[src/rtl/fetch_stage.sv]
// Instruction fetch: PC register drives imem_addr combinationally; the returned word lands in the decode register one edge later.
// stall freezes PC and decode register; redirect flushes and wins over stall; a misaligned redirect locks in FAULT until rst.
module fetch_stage #(
  parameter int                       ADDRESS_WIDTH     = 32,
  parameter int                       INSTRUCTION_WIDTH = 32,
  parameter logic [ADDRESS_WIDTH-1:0] RESET_PC          = 32'h0000_0000
) (
  input  logic                         clk,
  input  logic                         rst,
  input  logic                         stall,
  input  logic                         redirect,
  input  logic [ADDRESS_WIDTH-1:0]     redirect_pc,
  output logic [ADDRESS_WIDTH-1:0]     imem_addr,
  input  logic [INSTRUCTION_WIDTH-1:0] imem_rd,
  output logic [INSTRUCTION_WIDTH-1:0] id_instr,
  output logic [ADDRESS_WIDTH-1:0]     id_pc,
  output logic [ADDRESS_WIDTH-1:0]     id_pc_plus4,
  output logic                         id_valid,
  output logic                         fault,
  output logic [ADDRESS_WIDTH-1:0]     fault_addr,
  output logic [31:0]                  fetch_count
);

  localparam logic [INSTRUCTION_WIDTH-1:0] NOP  = INSTRUCTION_WIDTH'(32'h0000_0013);
  localparam logic [ADDRESS_WIDTH-1:0]     STEP = ADDRESS_WIDTH'(4);

  typedef enum logic [1:0] {
    BOOT  = 2'd0,
    RUN   = 2'd1,
    FAULT = 2'd2
  } state_t;

  typedef struct packed {
    logic [INSTRUCTION_WIDTH-1:0] instr;
    logic [ADDRESS_WIDTH-1:0]     pc;
    logic [ADDRESS_WIDTH-1:0]     pc_plus4;
    logic                         valid;
  } id_reg_t;

  state_t                   state_q, state_d;
  logic [ADDRESS_WIDTH-1:0] pc_q, pc_d;
  id_reg_t                  id_q, id_d;
  logic                     fault_q, fault_d;
  logic [ADDRESS_WIDTH-1:0] fault_addr_q, fault_addr_d;
  logic [31:0]              count_q, count_d;

  always_comb begin
    state_d      = state_q;
    pc_d         = pc_q;
    id_d         = id_q;
    fault_d      = fault_q;
    fault_addr_d = fault_addr_q;
    count_d      = count_q;

    case (state_q)
      BOOT: begin
        state_d = RUN;
      end
      RUN: begin
        if (redirect) begin
          id_d.valid = 1'b0;
          id_d.instr = NOP;
          if (redirect_pc[1:0] == 2'b00) begin
            pc_d = redirect_pc;
          end else begin
            // misaligned target: keep the old PC so imem_addr stays a legal address
            state_d      = FAULT;
            fault_d      = 1'b1;
            fault_addr_d = redirect_pc;
          end
        end else if (!stall) begin
          id_d.instr    = imem_rd;
          id_d.pc       = pc_q;
          id_d.pc_plus4 = pc_q + STEP;
          id_d.valid    = 1'b1;
          pc_d          = pc_q + STEP;
          count_d       = count_q + 32'd1;
        end
      end
      FAULT: begin
        state_d = FAULT;
      end
      default: begin
        state_d = BOOT;
      end
    endcase
  end

  always_ff @(posedge clk) begin
    if (rst) begin
      state_q      <= BOOT;
      pc_q         <= RESET_PC;
      id_q.instr   <= NOP;
      id_q.pc      <= '0;
      id_q.pc_plus4 <= '0;
      id_q.valid   <= 1'b0;
      fault_q      <= 1'b0;
      fault_addr_q <= '0;
      count_q      <= '0;
    end else begin
      state_q      <= state_d;
      pc_q         <= pc_d;
      id_q         <= id_d;
      fault_q      <= fault_d;
      fault_addr_q <= fault_addr_d;
      count_q      <= count_d;
    end
  end

  assign imem_addr   = pc_q;
  assign id_instr    = id_q.instr;
  assign id_pc       = id_q.pc;
  assign id_pc_plus4 = id_q.pc_plus4;
  assign id_valid    = id_q.valid;
  assign fault       = fault_q;
  assign fault_addr  = fault_addr_q;
  assign fetch_count = count_q;

endmodule

[config.mk]
export PLATFORM = sky130hd
export DESIGN_NAME = fetch_stage
export DESIGN_NICKNAME = d
export VERILOG_FILES = /design/src/rtl/fetch_stage.sv
export SDC_FILE = /design/constraint.sdc
export NUM_CORES = 1
export LEC_CHECK = 0
export BUFFER_PORTS_ARGS = -buffer_cell sky130_fd_sc_hd__buf_2
export CORE_ASPECT_RATIO = 1.2
export CORE_UTILIZATION = 55
export DETAILED_ROUTE_END_ITERATION = 6
export PLACE_DENSITY = 0.85
export SYNTH_ARGS = -nofsm -noshare
export SYNTH_HDL_FRONTEND = slang
export SYNTH_SLANG_ARGS = --single-unit
[constraint.sdc]
create_clock -name clk -period 4.3 [get_ports clk]
set_input_delay 0.86 -clock clk [delete_from_list [all_inputs] [get_ports clk]]
set_output_delay 0.86 -clock clk [all_outputs]
set_load 0.02 [all_outputs]
==> Word level (Yosys, flattened, before mapping) <==
Index checks and enable logic that the tools add are counted.
{ "classes": {"addsub": 2, "n_eq_ne": 6, "mux": 9, "bitwise": 3, "n_reduce_logical": 7} }
{ "op_table": {"columns": ["cell", "count"], "rows": [
  ["two-way mux 32 bit", 4],
  ["two-way mux 97 bit", 1],
  ["adder 32 x 1 -> 32 bit, second input constant", 1],
  ["adder 32 x 3 -> 32 bit, second input constant", 1],
  ["AND reduction 3 bit", 3],
  ["case mux 2 bit (3 select lines)", 1],
  ["zero test 2 bit", 2],
  ["two-way mux 2 bit", 2],
  ["inequality test 2 x 1 -> 1 bit, second input constant", 2],
  ["inequality test 2 bit, second input constant", 2],
  ["AND reduction 2 bit", 2],
  ["inverter 1 bit", 3],
  ["equality test 2 x 1 -> 1 bit, second input constant", 1],
  ["equality test 2 bit, second input constant", 1],
  ["two-way mux 1 bit", 1]
]} }
{ "word_totals": {"ff_bits": 196, "inputBits": 68, "out_inout_bits": 194, "word_cells": 36} }

==> Logic depth before layout (Yosys ltp) <==
Gate-level depths: netlist (run 1).
{ "depth": {"ltp_word": 4, "mapped_depth": 9, "mapped_depth_nobuf": 7} }

==> Worst setup path after synthesis (run 1) <==
No wires, ideal clock.
{ "synth_path": {"path_kind": "input-to-reg", "from": "in redirect", "to": "reg count_q[13], in the netlist fetch_count[13]", "setup_time_ns": 0.128, "t_arrival_ns": 2.395, "required_ns": 4.172, "setup_slack_ns": 1.778, "stages": 7, "n_path_buf": 2, "cell_sequence": "or3b_2 > clkbuf_1 > nor4_1 > buf_2 > nand4_1 > xor2_1 > nor2_1"} }
{ "synth_via": {"elab_chain_cells": 2} }
{ "synth_rtl": {"columns": ["element", "line_no", "text"], "rows": [
  ["from (decl)", "11", "input logic redirect,"],
  ["inverter 1 bit (no line)", null, null],
  ["AND reduction 3 bit (no line)", null, null],
  ["to (signal assigned)", "106", "count_q <= count_d;"],
  ["to (decl)", "45", "logic [31:0] count_q, count_d;"]
]} }
No other way between the ends.
A chain may end at the register's enable or synchronous reset.

==> Worst setup path after layout (run 1) <==
{ "layout_path": {"from": "reg pc_q[2], in the netlist imem_addr[2]", "to": "reg pc_q[30], in the netlist imem_addr[30]"} }
{ "layout_via": {"elab_chain_cells": 3} }
{ "layout_rtl": {"columns": ["element", "line_no", "text"], "rows": [
  ["from (decl)", "41", "logic [ADDRESS_WIDTH-1:0] pc_q, pc_d;"],
  ["from (signal assigned)", "102", "pc_q <= pc_d;"],
  ["adder 32 x 3 -> 32 bit", "76", "pc_d = pc_q + STEP;"],
  ["two-way mux 32 bit", "71", "end else if (!stall) begin"],
  ["two-way mux 32 bit", "60", "if (redirect) begin"]
]} }
No other way between the ends. The select of a mux whose other input is x is not followed.

==> results of run 1 <==
## Yosys cell counts, drive strengths merged (6+ instances only)
| cell | count |
|---|---|
| clkbuf | 74 |
| a211oi | 30 |
| xor2 | 38 |
| or3 | 9 |
| inv | 10 |
| a21oi | 92 |
| nor4 | 6 |
| and4 | 7 |
| xnor2 | 20 |
| buf | 12 |
| a31oi | 12 |
| nand3 | 37 |
| nor3 | 8 |
| o21ai | 13 |
| nand2 | 170 |
| dfxtp | 194 |
| a22oi | 35 |
| nand4 | 23 |
| nor2 | 132 |
| and3 | 16 |
## sequential cells by signal, summed over array words and instances (netlist names)
signal / cells
fault: 1
state_q: 2
id_pc_plus4: 30
imem_addr: 32
id_pc: 32
fetch_count: 32
id_valid: 1
fault_addr: 32
id_instr: 32
## critical path, stage by stage, from the launching register on
cell,delay (ns)
dfxtp_1,0.54
ha_1,0.33
nand3_1,0.23
nor3_1,0.78
nand4_1,0.32
or3_1,0.39
a31oi_1,0.17
## where the power goes
part	internal, mW	total (mW)	switching, mW
combinational	0.271	0.839	0.569
clock	0.981	1.69	0.712
sequential	1.92	2.02	0.101
## metrics by stage
step	util (%)	setup WS, ns	std cells	hold WS (ns)
after floorplan	-	1.78	994	0.444
after global placement	65.3	1.38	1356	0.438
after detailed placement	65.3	1.30	1356	0.444
after CTS	69.7	1.52	1388	0.454
after global routing	69.7	1.32	1388	0.469
final	69.7	1.47	1388	0.450
## metal layers
metal	share of wire [%]	wire (µm)	vias up
met5	0	0	-
met4	2.0	459	0
met3	7.3	1650	33
met2	50	11300	321
met1	41	9300	3647
li1	-	-	3825
## cells by family after synthesis
family                   after synthesis  share of synthesized area, %
AO/OA/AOI/OAI                        209                          16.2
flip-flops                           194                          47.9
AND/OR/NAND/NOR                      432                          24.1
XOR/XNOR                              58                          6.27
buffers and inverters                 96                          4.74
multiplexers                           1                         0.124
adder cells (fa/ha/maj)                4                         0.618
## worst max path at each step
stage	from	to	depth (start not counted)
2_1_floorplan	redirect	fetch_count[13]$_SDFFE_PP0P_	7
3_3_place_gp	redirect	imem_addr[4]$_SDFFE_PP0P_	7
3_5_place_dp	redirect	imem_addr[18]$_SDFFE_PP0P_	6
4_1_cts	imem_addr[2]$_SDFFE_PP0P_	imem_addr[30]$_SDFFE_PP0P_	6
5_1_grt	imem_addr[2]$_SDFFE_PP0P_	imem_addr[30]$_SDFFE_PP0P_	6
6_report	imem_addr[2]$_SDFFE_PP0P_	imem_addr[30]$_SDFFE_PP0P_	6
## final cells by class
type	count	area, µm²
Timing Repair Buffer	273	1400
Fill cell	1179	4370
Multi-Input combinational cell	704	3870
Inverter	10	37.5
Clock buffer	17	425
Sequential cell	194	3880
Clock inverter	15	206
Tap cell	175	219
==> flow_summary_export.csv, run 1 <==
group,metric,value,unit
routing,wl_per_cell,16.3,µm
final_layout,layout_commonest_cell,"buf_2",
setup_path,r2r-end,"imem_addr[30]$_SDFFE_PP0P_",
setup_path,reg2reg_slack,1.47,ns
routing,drt_iter0_drc,605,
outcome,status,"finished, final reports clean",
global_route,use_met2,51.1,%
placement,gp_congestion,0.868,
routing,routed_wirelength,22.7,mm
global_route,use_met1,35.8,%
synth,synth_ff_type,"dfxtp_1",
clock_tree,htreeDepth,4,
sta,setup_viol,0,
setup_path,start_kind,"register",
hold_path,hold_path_end,"fault_addr[23]$_SDFFE_PP0P_",
setup_path,r2r_cells,6,
power,max-vdd-ir-drop,0.237,mV
global_route,grt_usage,29.5,%
die,io_pins,262,
sta,rsz0062_at_grt,"no",
clock_tree,cts_setup_buffers,0,
synth,synth_nets,1066,
synth,yosysWarnings,0,
synth,netlist_area,8100,µm²
sta,tightest_slew,1.25,ns
sta,min_period,2.83,ns
global_route,grt_pass1_wl,35.6,mm
global_route,first_global_vias,7055,
synth,syn_inst,994,
clock_tree,ctsResizeCount,0,
clock_tree,clk_pin_slew_worst_paths,0.07,ns
power,power_density,454,nW/µm²
routing,drcViolationCount,0,
power,total_power,4.56,mW
setup_path,crit_arrival,3.18,ns
final_layout,drive_gt1_share,26.2,%
routing,viasPerCell,5.64,
sta,fin_setup_tns,0,ns
synth,yosysTopAreaCellShare,47.9,%
hold_path,hold_path.class,"reg -> reg",
clock_tree,cts_num_sinks,194,
sta,fmax,353,MHz
synth,synthArstFlopShare,0,%
clock_tree,cts_buffers,17,
clock_tree,cts_hold_buf,0,
power,p_leak,4.23,nW
final_layout,mostFrequentLayoutCells,"buf_2, dfxtp_1, nand2_1",
synth,synth_top_area_cell,"dfxtp_1",
global_route,grt_busiest_layer,"met2",
die,dieArea,15200,µm²
placement,place_hpwl,15.5,mm
clock_tree,cts_tree,"yes",
synth,synth_edf_count,0,
die,row_count,48,
setup_path,path_max_fanout,8,
die,core-area,14400,µm²
die,die_y,135,µm
routing,ant_nets,0,
setup_path,path_class,"reg -> reg",
hold_path,hp-start,"fault_addr[23]$_SDFFE_PP0P_",
sta,hold_viol,0,
setup_path,r2r-start,"imem_addr[2]$_SDFFE_PP0P_",
sta,fin_crit_sh,65.9,%
final_layout,fin_nets,1272,
clock_tree,clockBufferDepth,2,
placement,port_buffers,261,
synth,ys_seq_area_share,47.9,%
flow_run,cap_violations,0,
global_route,gr-total-overflow,0,
global_route,grt_max_degree,91,
global_route,antenna_found_initial,0,
die,initial_core_util,56.2,%
synth,synthTopCellsByArea,"dfxtp_1, nand2_1, nor2_1",
synth,syn_area_per_cell,8.15,µm²
global_route,use_met3,6.64,%
final_layout,final_area,10000,µm²
final_layout,syn2layout_area_growth,23.9,%
final_layout,n_antenna_cell,0,
sta,skew,0.00844,ns
synth,yosysUniqueCellTypes,51,
clock_tree,clk_latency,0.43,ns
setup_path,required,4.65,ns
routing,vias,7826,
clock_tree,root_buffer,"clkbuf_16",
sta,final-max-slew-violation-count,0,
routing,dr.pass1.iters,5,
placement,place_area,9410,µm²
synth,ys_ff_latch,194,
sta,max_slew_margin,16.9,%
die,die_w,113,µm
setup_path,critPathCaptureType,"register",
hold_path,hold_path_depth,2,
Note: power is estimated with default switching activity, not from simulation.
==> run 2, diff against run 1 <==
--- a/config.mk
+++ b/config.mk
@@ -7,9 +7,9 @@
 export LEC_CHECK = 0
 export BUFFER_PORTS_ARGS = -buffer_cell sky130_fd_sc_hd__buf_2
 export CORE_ASPECT_RATIO = 1.2
-export CORE_UTILIZATION = 55
+export CORE_UTILIZATION = 46
 export DETAILED_ROUTE_END_ITERATION = 6
-export PLACE_DENSITY = 0.85
+export PLACE_DENSITY = 0.75
 export SYNTH_ARGS = -nofsm -noshare
 export SYNTH_HDL_FRONTEND = slang
 export SYNTH_SLANG_ARGS = --single-unit
==> constraint.sdc (replaced) <==
create_clock -name clk -period 2.5 [get_ports clk]
set_input_delay 0.5 -clock clk [delete_from_list [all_inputs] [get_ports clk]]
set_output_delay 0.5 -clock clk [all_outputs]
set_load 0.02 [all_outputs]
==> run 2 against run 1 <==
Net effect:
- count of clock-buffer cells in the layout is 2 higher
- die area rose by 19%
- cell count rose by 5.1%
- sequential share of layout area fell by 1.2 points
- worst setup slack worse by 1.2 ns
- combinational power grew 85%
- routed wire length up 6.2%
==> flow_summary_export.csv, run 2 (synthesis results as in run 1) <==
group,metric,value,unit
outcome,status,"finished, final reports clean",
die,initial_core_util,47.5,%
routing,vias,7945,
setup_path,crit_arrival,2.64,ns
setup_path,worstPathCellList,"inv_1, ha_1, buf_4, nor3b_2, nor2_2, o21ai_0, a21oi_1",
power,total_power,7.94,mW
die,core-area,17000,µm²
final_layout,layout_commonest_cell,"buf_2",
routing,viasPerCell,5.45,
global_route,first_global_vias,7459,
sta,setup_viol,0,
sta,skew,0.00858,ns
sta,fin_setup_tns,0,ns
clock_tree,cts_num_sinks,194,
die,die_w,123,µm
final_layout,drive_gt1_share,28.0,%
final_layout,multiInputGateArea,3870,µm²
power,clkPwrFrac,37.0,%
hold_path,hp-start,"imem_rd[1]",
placement,place_hpwl,16.8,mm
power,max-vdd-ir-drop,0.468,mV
global_route,gr-total-overflow,0,
clock_tree,cts_setup_buffers,0,
final_layout,syn2layout_area_growth,27.7,%
global_route,grt_max_degree,120,
sta,final-max-slew-violation-count,0,
setup_path,slowest_delay,0.84,ns
sta,fin_crit_sh,91.0,%
die,io_pins,262,
clock_tree,htreeDepth,4,
clock_tree,clockBufferDepth,2,
power,power_density,767,nW/µm²
power,p_leak,4.41,nW
setup_path,r2r_cells,7,
setup_path,path_max_fanout,22,
setup_path,reg2reg_slack,0.23,ns
routing,routed_wirelength,24.1,mm
routing,wl_per_cell,16.5,µm
power,swShare,29.9,%
final_layout,fin_nets,1303,
setup_path,r2r-end,"imem_addr[6]$_SDFFE_PP0P_",
setup_path,critPathCaptureType,"register",
global_route,grt_pass1_wl,37.6,mm
clock_tree,cts_tree,"yes",
placement,gp_congestion,0.883,
routing,drcViolationCount,0,
final_layout,nFillCells,1564,
power,p_seq_share,43.5,%
global_route,grt_usage,26.5,%
setup_path,r2r-start,"state_q[1]$_SDFFE_PP0P_",
hold_path,hold_path.class,"in -> reg",
clock_tree,root_buffer,"clkbuf_16",
routing,drt_iter0_drc,669,
sta,min_period,2.27,ns
sta,tightest_slew,1.07,ns
power,power_frac_comb,19.5,%
setup_path,start_kind,"register",
setup_path,path_class,"reg -> reg",
die,row_count,52,
power,p_sw,2.37,mW
final_layout,mostFrequentLayoutCells,"buf_2, dfxtp_1, nand2_1",
clock_tree,cts_hold_buf,0,
sta,fmax,440,MHz
clock_tree,ctsResizeCount,0,
flow_run,cap_violations,0,
die,die_y,147,µm
routing,dr.pass1.iters,5,
sta,hold_viol,0,
clock_tree,clk_pin_slew_worst_paths,0.07,ns
placement,port_buffers,261,
final_layout,stdcell_count,1459,
final_layout,n_antenna_cell,0,
setup_path,required,2.86,ns
die,dieArea,18200,µm²
clock_tree,cts_buffers,17,
hold_path,hold_path_end,"id_instr[1]$_SDFFE_PP1P_",
hold_path,hold_path_depth,3,
sta,max_slew_margin,28.4,%
placement,dp_cells,1428,
clock_tree,clk_latency,0.43,ns
setup_path,cp_slowest_cell,"nor2_2",
routing,ant_nets,0,
final_layout,seq_area,3880,µm²
power,cell_internal_pwr,5.56,mW
sta,rsz0062_at_grt,"no",
final_layout,fin_util,60.7,%
global_route,antenna_found_initial,1,
-- run 2: changes by cell type in the layout (fill, tap and decap cells not counted), moves of 2 or more --
cell / delta
buf_12: +2
buf_4: +29
clkbuf_8: +2
clkinvlp_4: -3
-- run 2: final cells by class --
cell class / count / share of cell area, %
Sequential cell: 194 / 37.5
Clock inverter: 12 / 1.72
Inverter: 10 / 0.363
Tap cell: 216 / 2.61
Timing Repair Buffer: 304 / 16.0
Clock buffer: 19 / 4.38
Multi-Input combinational cell: 704 / 37.4
-- run 2: how the worst max path moves through the flow --
stage / to / from / depth (start not counted)
2_1_floorplan: imem_addr[23]$_SDFFE_PP0P_ / imem_addr[6]$_SDFFE_PP0P_ / 7
3_3_place_gp: imem_addr[4]$_SDFFE_PP0P_ / redirect / 7
3_5_place_dp: imem_addr[6]$_SDFFE_PP0P_ / redirect / 6
4_1_cts: imem_addr[6]$_SDFFE_PP0P_ / state_q[1]$_SDFFE_PP0P_ / 7
5_1_grt: imem_addr[4]$_SDFFE_PP0P_ / state_q[1]$_SDFFE_PP0P_ / 8
6_report: imem_addr[6]$_SDFFE_PP0P_ / state_q[1]$_SDFFE_PP0P_ / 7
-- run 2: through the flow --
stage | hold WS, ns | setup WS, ns | area (µm²)
finish | 0.310 | 0.226 | 10300
global placement | 0.438 | 0.276 | 9720
global route | 0.311 | 0.0300 | 10300
detailed placement | 0.443 | 0.227 | 9720
CTS | 0.289 | 0.218 | 10300
floorplan | 0.444 | 0.196 | 8100
-- run 2: critical path: cells and delay by family (launching register included) --
family / cells / cell delay (ns)
and+or+nand+nor: 2 / 1.04
AOI/OAI and AO/OA: 2 / 0.41
DFF: 1 / 0.33
buffers and inverters: 2 / 0.24
adders and majority gates: 1 / 0.18
-- run 2: power groups by stage --
| stage | Combinational [mW] | Sequential (mW) | Clock [mW] |
|---|---|---|---|
| final | 1.55 | 3.45 | 2.93 |
| after global routing | 1.71 | 3.48 | 3.10 |
| after CTS | 1.56 | 3.45 | 2.99 |
| after detailed placement | 1.56 | 3.52 | 0 |
| after global placement | 1.53 | 3.52 | 0 |
| after floorplan | 0.742 | 3.75 | 0 |
-- run 2: metal layers --
metal	vias up	global-route usage, %	share of wire [%]
li1	3903	-	-
met1	3667	31.7	41
met2	330	45.2	49
met3	43	6.83	7.4
met4	2	9.70	2.2
met5	-	0	0.046
==> run 3, diff against run 2 <==
--- a/config.mk
+++ b/config.mk
@@ -6,10 +6,12 @@
 export NUM_CORES = 1
 export LEC_CHECK = 0
 export BUFFER_PORTS_ARGS = -buffer_cell sky130_fd_sc_hd__buf_2
+export CELL_PAD_IN_SITES_DETAIL_PLACEMENT = 1
+export CELL_PAD_IN_SITES_GLOBAL_PLACEMENT = 2
 export CORE_ASPECT_RATIO = 1.2
-export CORE_UTILIZATION = 46
+export CORE_UTILIZATION = 26
 export DETAILED_ROUTE_END_ITERATION = 6
-export PLACE_DENSITY = 0.75
+export PLACE_DENSITY = 0.76
 export SYNTH_ARGS = -nofsm -noshare
 export SYNTH_HDL_FRONTEND = slang
 export SYNTH_SLANG_ARGS = --single-unit
==> run 3 against run 2 <==
Net effect:
- critical path type unchanged
- sequential cell count is the same
- die area grew 76%
- fmax shrank 0.94%
- largest power group unchanged
- highest routed layer unchanged
==> flow_summary_export.csv, run 3 (synthesis results as in run 1) <==
group,metric,value,unit
power,p_leak,4.47,nW
setup_path,reg2reg_slack,0.20,ns
hold_path,hold_path.class,"in -> reg",
final_layout,fin_nets,1316,
die,die_w,163,µm
clock_tree,clockBufferDepth,2,
placement,gp_congestion,0.803,
final_layout,syn2layout_area_growth,31.9,%
setup_path,required,2.82,ns
sta,tightest_slew,0.615,ns
hold_path,hold_path_end,"id_instr[1]$_SDFFE_PP1P_",
die,die_y,195,µm
setup_path,r2r-start,"state_q[1]$_SDFFE_PP0P_",
clock_tree,cts_setup_buffers,0,
final_layout,mostFrequentLayoutCells,"buf_2, dfxtp_1, nand2_1",
hold_path,hold_path_depth,3,
setup_path,path_class,"reg -> reg",
routing,wl_per_cell,17.7,µm
sta,min_period,2.30,ns
sta,final-max-slew-violation-count,0,
setup_path,path_max_fanout,52,
power,max-vdd-ir-drop,0.306,mV
sta,rsz0062_at_grt,"no",
global_route,gr-total-overflow,0,
flow_run,cap_violations,0,
global_route,grt_pass1_wl,45.4,mm
clock_tree,ctsResizeCount,0,
clock_tree,root_buffer,"clkbuf_16",
power,power_density,753,nW/µm²
sta,max_slew_margin,58.7,%
power,power_frac_comb,20.7,%
sta,setup_viol,0,
final_layout,layout_commonest_cell,"buf_2",
setup_path,crit_arrival,2.62,ns
final_layout,nFillCells,3730,
routing,ant_nets,0,
final_layout,fin_util,35.0,%
setup_path,r2r-end,"fetch_count[5]$_SDFFE_PP0P_",
routing,drcViolationCount,0,
routing,dr.pass1.iters,4,
sta,fmax,436,MHz
power,p_sw,2.51,mW
clock_tree,clk_pin_slew_worst_paths,0.08,ns
hold_path,hp-start,"imem_rd[1]",
setup_path,critPathCaptureType,"register",
die,row_count,70,
die,io_pins,262,
clock_tree,cts_buffers,17,
die,dieArea,31900,µm²
die,initial_core_util,26.5,%
global_route,antenna_found_initial,1,
die,core-area,30600,µm²
clock_tree,htreeDepth,4,
power,p_seq_share,42.6,%
routing,viasPerCell,4.80,
routing,routed_wirelength,29.2,mm
clock_tree,cts_hold_buf,0,
placement,port_buffers,261,
sta,skew,0.0132,ns
sta,hold_viol,0,
final_layout,multiInputGateArea,3870,µm²
placement,place_hpwl,20.8,mm
global_route,grt_usage,18.5,%
power,swShare,31.2,%
outcome,status,"finished, final reports clean",
global_route,grt_max_degree,77,
sta,fin_crit_sh,91.8,%
setup_path,start_kind,"register",
final_layout,drive_gt1_share,28.6,%
routing,vias,7925,
sta,fin_setup_tns,0,ns
power,cell_internal_pwr,5.54,mW
setup_path,r2r_cells,8,
final_layout,seq_area,3880,µm²
final_layout,n_antenna_cell,0,
clock_tree,cts_tree,"yes",
clock_tree,clk_latency,0.45,ns
global_route,first_global_vias,8045,
power,clkPwrFrac,36.7,%
clock_tree,cts_num_sinks,194,
routing,drt_iter0_drc,401,
[run 3: through the flow]
stage / area (µm²) / total power, mW / worst slack, ns / std cells / hold WS [ns]
after floorplan: 8100 / 4.50 / 0.196 / 994 / 0.444
after global placement: 10100 / 5.18 / 0.254 / 1621 / 0.438
after detailed placement: 10100 / 5.21 / 0.204 / 1621 / 0.447
after CTS: 10700 / 8.20 / 0.163 / 1650 / 0.272
after global routing: 10700 / 8.47 / 0.0135 / 1650 / 0.293
final: 10700 / 8.05 / 0.204 / 1650 / 0.295
[run 3: per-layer routing]
layer,vias to the layer above,global-route usage (%),part of all wire (%)
met3,23,5.20,6.2
met5,-,0,0.045
li1,3914,-,-
met2,203,31.2,49
met1,3783,22.6,43
met4,2,5.47,1.6
[run 3: how the worst max path moves through the flow]
stage	start	to	slack (ns)
floorplan	imem_addr[6]$_SDFFE_PP0P_	imem_addr[23]$_SDFFE_PP0P_	0.20
global placement	state_q[1]$_SDFFE_PP0P_	fetch_count[7]$_SDFFE_PP0P_	0.25
detailed placement	state_q[1]$_SDFFE_PP0P_	fetch_count[5]$_SDFFE_PP0P_	0.20
CTS	state_q[1]$_SDFFE_PP0P_	fetch_count[5]$_SDFFE_PP0P_	0.16
global route	state_q[1]$_SDFFE_PP0P_	imem_addr[13]$_SDFFE_PP0P_	0.01
finish	state_q[1]$_SDFFE_PP0P_	fetch_count[5]$_SDFFE_PP0P_	0.20
[run 3: cell type report]
cell class	count	area share [%]
clock buffer	17	3.98
clock inverter	12	1.71
inverter	10	0.351
multi-input combinational	704	36.2
sequential	194	36.3
tap	396	4.64
timing repair buffer	317	16.8
[run 3: critical path: stages (launching register included)]
cell and delay (ns):
dfxtp_1 0.32, inv_1 0.08, ha_1 0.32, or3b_2 0.54, buf_12 0.23, or2_2 0.35, nor2_1 0.14, xnor2_1 0.13
nor2_1 0.05
[run 3: power groups by stage]
stage	Clock (mW)	Combinational [mW]	Sequential, mW
after floorplan	0	0.742	3.75
after global placement	0	1.68	3.50
after detailed placement	0	1.70	3.50
after CTS	3.06	1.71	3.43
after global routing	3.17	1.84	3.46
final	2.96	1.67	3.43
